$ cat config.mk
export PLATFORM = sky130hd
export DESIGN_NAME = aes_mode_engine
export DESIGN_NICKNAME = d
export VERILOG_FILES = /design/src/rtl/aes_mode_engine.sv
export SDC_FILE = /design/constraint.sdc
export NUM_CORES = 2
export LEC_CHECK = 0
export ABC_AREA = 1
export BUFFER_PORTS_ARGS = -buffer_cell sky130_fd_sc_hd__buf_2
export CAP_MARGIN = 25
export CELL_PAD_IN_SITES_DETAIL_PLACEMENT = 0
export CELL_PAD_IN_SITES_GLOBAL_PLACEMENT = 1
export CORE_ASPECT_RATIO = 1.5
export CORE_MARGIN = 5
export CORE_UTILIZATION = 43
export CTS_CLUSTER_SIZE = 25
export DETAILED_ROUTE_END_ITERATION = 7
export PLACE_DENSITY_LB_ADDON = 0.1
export SLEW_MARGIN = 30
export SYNTH_ARGS = -nofsm -noshare
export SYNTH_HDL_FRONTEND = slang
export SYNTH_SLANG_ARGS = --single-unit
$ cat constraint.sdc
create_clock -name clk -period 6.95 [get_ports clk]
set_input_delay 1.0425 -clock clk [delete_from_list [all_inputs] [get_ports clk]]
set_output_delay 1.0425 -clock clk [all_outputs]
set_load 0.005 [all_outputs]
$ cat src/rtl/aes_mode_engine.sv
// ECB/CBC/CTR chaining front end for a raw AES block core.
// Blocks are tracked in an in-order ring: wr on issue, done on core return, rd on output.
module aes_mode_engine #(
   parameter int DATA_W = 128,
   parameter int CTR_W  = 32,
   parameter int DEPTH  = 4
) (
   input  logic              clk,
   input  logic              rst,
   input  logic              cfg_valid,
   input  logic [1:0]        cfg_mode,
   input  logic              cfg_inv,
   input  logic [DATA_W-1:0] cfg_iv,
   output logic              cfg_err,
   output logic              busy,
   input  logic              s_valid,
   output logic              s_ready,
   input  logic [DATA_W-1:0] s_data,
   input  logic              s_last,
   output logic              m_valid,
   input  logic              m_ready,
   output logic [DATA_W-1:0] m_data,
   output logic              m_last,
   output logic              core_in_valid,
   input  logic              core_in_ready,
   output logic [DATA_W-1:0] core_in_data,
   output logic              core_inv,
   input  logic              core_out_valid,
   input  logic [DATA_W-1:0] core_out_data
);
   localparam int AW = $clog2(DEPTH);
   localparam int PW = AW + 1;

   typedef enum logic [1:0] {
      MODE_ECB = 2'd0,
      MODE_CBC = 2'd1,
      MODE_CTR = 2'd2,
      MODE_RSV = 2'd3
   } mode_e;

   typedef struct packed {
      logic [DATA_W-1:0] data;
      logic              last;
   } ent_t;

   mode_e             mode_q, mode_d;
   logic              inv_q, inv_d;
   logic [DATA_W-1:0] chain_q, chain_d;
   logic [PW-1:0]     wr_q, wr_d, done_q, done_d, rd_q, rd_d;
   logic              cfg_err_q;
   ent_t              buf_q [DEPTH];

   logic [PW-1:0]     occ, outst;
   logic              busy_raw, cbc_enc, issue_ok, issue, ret, pop, cfg_load;
   logic [DATA_W-1:0] ins_data;

   assign occ      = wr_q - rd_q;
   assign outst    = wr_q - done_q;
   assign busy_raw = (occ != '0);
   assign cbc_enc  = (mode_q == MODE_CBC) && !inv_q;
   // CBC encrypt needs the previous ciphertext, so only one block may be in the core
   assign issue_ok = !rst && (occ < PW'(DEPTH)) && !cfg_valid && core_in_ready &&
                     !(cbc_enc && (outst != '0));
   assign issue    = s_valid && issue_ok;
   assign ret      = core_out_valid && (outst != '0);
   assign pop      = m_valid && m_ready;
   assign cfg_load = cfg_valid && !busy_raw;

   assign s_ready       = issue_ok;
   assign core_in_valid = issue;
   assign core_inv      = inv_q && (mode_q != MODE_CTR);
   assign busy          = !rst && busy_raw;
   assign m_valid       = !rst && (rd_q != done_q);
   assign m_data        = buf_q[rd_q[AW-1:0]].data;
   assign m_last        = buf_q[rd_q[AW-1:0]].last;
   assign cfg_err       = cfg_err_q;

   always_comb begin
      mode_d       = mode_q;
      inv_d        = inv_q;
      chain_d      = chain_q;
      core_in_data = s_data;
      ins_data     = '0;
      case (mode_q)
         MODE_CBC: begin
            if (!inv_q) begin
               core_in_data = s_data ^ chain_q;
            end else begin
               ins_data = chain_q;
               if (issue) chain_d = s_data;
            end
         end
         MODE_CTR: begin
            core_in_data = chain_q;
            ins_data     = s_data;
            // counter field wraps without carrying into the upper bits
            if (issue) chain_d[CTR_W-1:0] = chain_q[CTR_W-1:0] + CTR_W'(1);
         end
         default: ;
      endcase
      if (ret && cbc_enc) chain_d = core_out_data;
      if (cfg_load) begin
         mode_d  = (cfg_mode == MODE_RSV) ? MODE_ECB : mode_e'(cfg_mode);
         inv_d   = cfg_inv;
         chain_d = cfg_iv;
      end
      wr_d   = wr_q + PW'(issue);
      done_d = done_q + PW'(ret);
      rd_d   = rd_q + PW'(pop);
   end

   always_ff @(posedge clk) begin
      if (rst) begin
         mode_q    <= MODE_ECB;
         inv_q     <= 1'b0;
         chain_q   <= '0;
         wr_q      <= '0;
         done_q    <= '0;
         rd_q      <= '0;
         cfg_err_q <= 1'b0;
      end else begin
         mode_q    <= mode_d;
         inv_q     <= inv_d;
         chain_q   <= chain_d;
         wr_q      <= wr_d;
         done_q    <= done_d;
         rd_q      <= rd_d;
         cfg_err_q <= cfg_valid && busy_raw;
      end
   end

   // issue and return never target the same slot: outstanding < DEPTH whenever issue fires
   always_ff @(posedge clk) begin
      if (issue) buf_q[wr_q[AW-1:0]] <= '{data: ins_data, last: s_last};
      if (ret)   buf_q[done_q[AW-1:0]].data <= core_out_data ^ buf_q[done_q[AW-1:0]].data;
   end
endmodule

Yosys cells after proc, flatten, opt, wreduce, memory -nomap -nowiden
Memories as Yosys holds them, arrays and structs flattened. A register that Yosys moved wholly into a read port is not among the register bits.
Cells that the tools add are included.
{"block": "word_totals", "register_bits": 141, "latch_bits": 0, "ramBits": 516, "mem_bits_ro": 0, "input_bits": 395, "out_inout_bits": 263, "n_memories": 1}
{"memory": "buf_q", "words": 4, "width": 129, "rd": 2, "rd_ports_with_merged_regs": 2, "write_ports": 2, "line_no": "51", "text": "ent_t buf_q [DEPTH];"}
{"block": "classes", "n_addsub": 6, "n_mul": 0, "div_mod_pow": 0, "magnitude_cmp": 1, "eq_ne": 8, "shifts": 0, "n_mux": 18, "bitwise": 2, "reduce_logical": 28}
{"op": "two-way mux 128 bit", "n": 6}
{"op": "case mux 128 bit (2 select lines)", "n": 2}
{"op": "XOR 128 bit", "n": 2}
{"op": "two-way mux 96 bit", "n": 1}
{"op": "case mux 32 bit (2 select lines)", "n": 1}
{"op": "adder 32 x 1 -> 32 bit, second input constant", "n": 1}
{"op": "two-way mux 32 bit", "n": 1}
{"op": "logical AND 1 bit", "n": 15}
{"op": "nonzero test 3 bit", "n": 5}
{"op": "adder 3 x 1 -> 3 bit", "n": 3}
{"op": "inequality test 4 x 3 -> 1 bit, second input constant", "n": 2}
{"op": "two-way mux 2 bit", "n": 3}
{"op": "subtractor 3 bit", "n": 2}
{"op": "logical NOT 1 bit", "n": 5}
{"op": "== test 2 bit, second input constant", "n": 2}
{"op": "two-way mux 1 bit", "n": 4}
{"op": "inequality test 4 bit, second input constant", "n": 1}
{"op": "AND reduction 4 bit", "n": 1}
{"op": "nonzero test 4 bit", "n": 1}
{"op": "< comparator 3 bit, second input constant", "n": 1}
{"op": "inequality test 3 bit", "n": 1}
{"op": "AND reduction 3 bit", "n": 1}
{"op": "== test 2 x 1 -> 1 bit, second input constant", "n": 1}
{"op": "inequality test 2 bit, second input constant", "n": 1}

Longest topological paths before layout
{"block": "depth", "ltp_word": 12, "depth_mapped": 19, "depth_no_buf": 18}

Worst setup path after synthesis
Ideal clock, no wire load.
{"block": "synth_timing", "path_type": "reg-to-reg", "start": "reg wr_q[0]", "end": "mem buf_q[3][100] (netlist bit), enable pin", "arrival_time_ns": 4.794, "required_ns": 6.458, "slack_ns": 1.665, "stages_incl_launch_ff": 14, "path_buffers": 1, "synth_period_minus_slack_ns": 5.285, "cell_sequence": "dfxtp_1 inv_1 ha_1 fa_1 inv_1 nand2_1 nand2_1 nand2_1 a21oi_2 nand3_4 nor2_4 nand2_4 clkbuf_1 nand2_1"}
{"element": "from (decl)", "line_no": "49", "text": "logic [PW-1:0] wr_q, wr_d, done_q, done_d, rd_q, rd_d;"}
{"element": "from (signal assigned)", "line_no": "125", "text": "wr_q <= wr_d;"}
{"element": "to (decl)", "line_no": "51"}

Final worst setup path
{"block": "layout_timing", "start": "reg mode_q[1]", "end": "out core_in_data[116]"}
{"block": "layout_between", "elab_chain_len": 2}
{"element": "from (decl)", "line_no": "46", "text": "mode_e mode_q, mode_d;"}
{"element": "from (signal assigned)", "line_no": "122", "text": "mode_q <= mode_d;"}
{"element": "== test 2 bit or == test 2 x 1 -> 1 bit (tied branches)", "line_no": "84", "text": "case (mode_q)"}
{"element": "case mux 128 bit (2 select lines) *", "line_no": "84"}
{"element": "to (decl)", "line_no": "26", "text": "output logic [DATA_W-1:0] core_in_data,"}
Mark *: on every way between the ends. The rest lies on a longest branch, timed or not.

==> results.cfg <==
[worst_hold_path]
min-delay-path-class = reg -> reg
timing.hold.worst.start = chain_q[102]$_SDFFE_PP0P_

[timing]
finalWorstPathRequiredPeriod_ns = 5.705
setup_viol = 0
finalClockSkew_ns = 0.01509
rsz0062_at_grt = no
max_freq_ghz = 0.1753
drv_slew = 0
max_slew_margin_pct = 25.83
worstMarginPinSlew_ns = 1.113
fin_crit_sh_pct = 82.08
setup_tns_ns = 0
timing_hold_violations_final = 0
hold-worst-slack_ns = 0.5433

[cts]
cts.hold.buffers_added = 0
post_cts_buffers = 0
clock_tree.htree_level_count = 3
clkTransAtPathRegs_ns = 0.07
clk_root_buffer_cell = sky130_fd_sc_hd__clkbuf_16
cts_made_buffers = 73
clkLatencyLatePin_ns = 0.65
post_cts.resized_instances = 0
cts_buffer_depth = 3
clock_sinks = 657
tritoncts = yes

[cells_and_area]
seq_area_mm2 = 0.01833
synthToLayoutAreaGrowth_pct = 14.24
fill_cells = 10150
finalNonFillerCells = 7536
finish.net_count = 6566
fraction_of_final_layout_cells_sized_beyond_drive_strength_1_pct = 14.73
multi_input_gate_area_in_the_final_layout_mm2 = 0.02217

[grt]
global_route.usage.total_pct = 36.75
grt.overflow.total = 0
grt.met2_usage_pct = 60.35
grt_start_max_net_pins = 171
first_global_vias = 44620
top_usage_layer_grt = met2
globalRouteMet1Util_pct = 44.39
grt_first_pass_wirelength_um = 301700
grt_use_met3_pct = 7.683
antenna_found_initial = 23

[route]
drtIter0Drc = 5849
dr.pass1.iters = 6
count_of_vias_placed_by_the_detailed_router = 47240
drcViolationCount = 0
viasPerCell = 6.269
post_route_ant_nets = 0
wire_per_inst_um = 27.98
wl_um = 210800

[setup_path]
worstPathArrival_ns = 4.66
worstReg2RegStart = rd_q[0]$_SDFF_PP0_
setup.worst_path.end_class = primary output
timing.setup.critical_path_class = reg -> out
crit_buf_inv = 5
critical_path_cell_by_cell = inv_1 > ha_4 > nand2_4 > clkinv_2 > nor2_1 > inv_4 > buf_4 > a21oi_1 > o21ai_0 > buf_2
critPathMaxStageDelay_ns = 0.69
timing.critical_path.fanout_max = 46
cp_slowest_cell = sky130_fd_sc_hd__inv_4
data_required_time_of_the_worst_path_ns = 5.91
kind_of_start_point_of_the_critical_path = flip-flop
path_delay_family = buffers and inverters
timing.critical_path.from = mode_q[1]$_SDFFE_PP0P_

[synth]
yosys.area.top_type = sky130_fd_sc_hd__edfxtp_1
synth.top_cell.area_share_pct = 35.34
synth.yosys.warnings = 0
netlist-cell-type-count = 44
post_synthesis_instance_area_mm2 = 0.04385
synth_area_leaders = sky130_fd_sc_hd__edfxtp_1, sky130_fd_sc_hd__nand2_1, sky130_fd_sc_hd__o21ai_0, sky130_fd_sc_hd__dfxtp_1, sky130_fd_sc_hd__nor2_1
async_reset_ff_share_pct = 0
synth.yosys.seq_area_share_pct = 41.78
synth.cells.most_frequent = sky130_fd_sc_hd__nand2_1, sky130_fd_sc_hd__o21ai_0, sky130_fd_sc_hd__nor2_1
synth_edf_count = 516
postSynthRegisterBits = 657
synthesis.instances = 5873
synth_flop_cell = sky130_fd_sc_hd__edfxtp_1
post-synth-top-count-cell = sky130_fd_sc_hd__nand2_1
syn-mean-instance-area_um2 = 7.466
syn_nets = 6281

[floorplan]
floorplan.die.height_um = 401.1
num_io_pins = 658
core-area_mm2 = 0.1013
rows = 143
die_w_um = 270.7
start_util_pct = 43.30
design.die.area_mm2 = 0.1086

[flow_run]
maxCapViolations = 0

[power_and_ir_drop]
cellLeakagePower_nw = 18.75
power_density_mw_per_mm2 = 311.9
finalPower_w = 0.01562
peakVddDrop_mv = 0.2413

[placement]
numPortBuffers = 657
dp_hpwl_um = 138300
place.detailed.instances = 7386
globalplace.congestion = 0.9754

[outcome]
outcome = completed
[report_power, final]
part	total [W]	internal (W)	switching (W)
Clock	0.00415	0.00242	0.00173
Sequential	0.00515	0.00475	0.000398
Combinational	0.00633	0.00182	0.00451
Total	0.0156	0.00899	0.00663
[sequential cells by signal, summed over array words and instances (netlist names)]
| name | count |
|---|---|
| buf_q | 516 |
| cfg_err | 1 |
| wr_q | 3 |
| mode_q | 2 |
| done_q | 3 |
| inv_q | 1 |
| rd_q | 3 |
| chain_q | 128 |
[per-layer routing]
metal	share of wire [%]	vias up
li1	-	21260
met1	36	22430
met2	47	3007
met3	10	529
met4	6.8	10
met5	0.032	-
[cell type report]
| type | instances | area share [%] |
|---|---|---|
| multi-input combinational | 4345 | 44.25 |
| clock buffer | 99 | 4.194 |
| inverter | 343 | 2.678 |
| antenna | 14 | 0.06994 |
| sequential | 657 | 36.58 |
| tap | 1305 | 3.260 |
| clock inverter | 35 | 0.7619 |
| timing repair buffer | 738 | 8.201 |
[tightest hold or removal path, cell delays in order, from the launching register on]
cell                      delay (ns)
sky130_fd_sc_hd__dfxtp_1        0.31
sky130_fd_sc_hd__inv_1          0.06
sky130_fd_sc_hd__nand2_1        0.05
sky130_fd_sc_hd__nand2_1        0.05
sky130_fd_sc_hd__nor2_1         0.03
[per-stage QoR]
step / worst slack (ns) / area (um^2) / utilization [%]
floorplan: 1.665 / 43850 / -
global placement: 2.138 / 47510 / 46.91
detailed placement: 2.100 / 47520 / 46.93
CTS: 1.391 / 50010 / 49.38
global route: 1.243 / 50070 / 49.45
finish: 1.245 / 50090 / 49.46
[worst paths after layout]
path / cells after the start / slack, ns / to
max reg2reg: 14 / 2.30 / buf_q[3][71]$_DFFE_PP_
min reg2reg: 4 / 0.54 / chain_q[102]$_SDFFE_PP0P_
min: 4 / 0.54 / chain_q[102]$_SDFFE_PP0P_
max: 10 / 1.25 / core_in_data[116]
[cells in the final DEF, fill, tap and decap left out, drive strengths merged, types with 185 or more instances in the layout]
cell type  Yosys  final
o31ai        248    248
o22ai        185    185
nand2       1246   1246
nor2         640    640
edfxtp       516    516
nand3        405    405
inv          342    338
o21ai        877    877
a21oi        210    210
a22oi        216    216
buf          200    738
[logic make-up after synthesis]
kind of cell | share of synthesized area, %
xor gates and xnor gates | 2.657
DFF | 41.78
buffers and inverters | 8.041
adders and majority gates | 0.3881
and+or+nand+nor | 21.60
AOI/OAI and AO/OA | 25.54
Note: power is estimated with default switching activity, not from simulation.
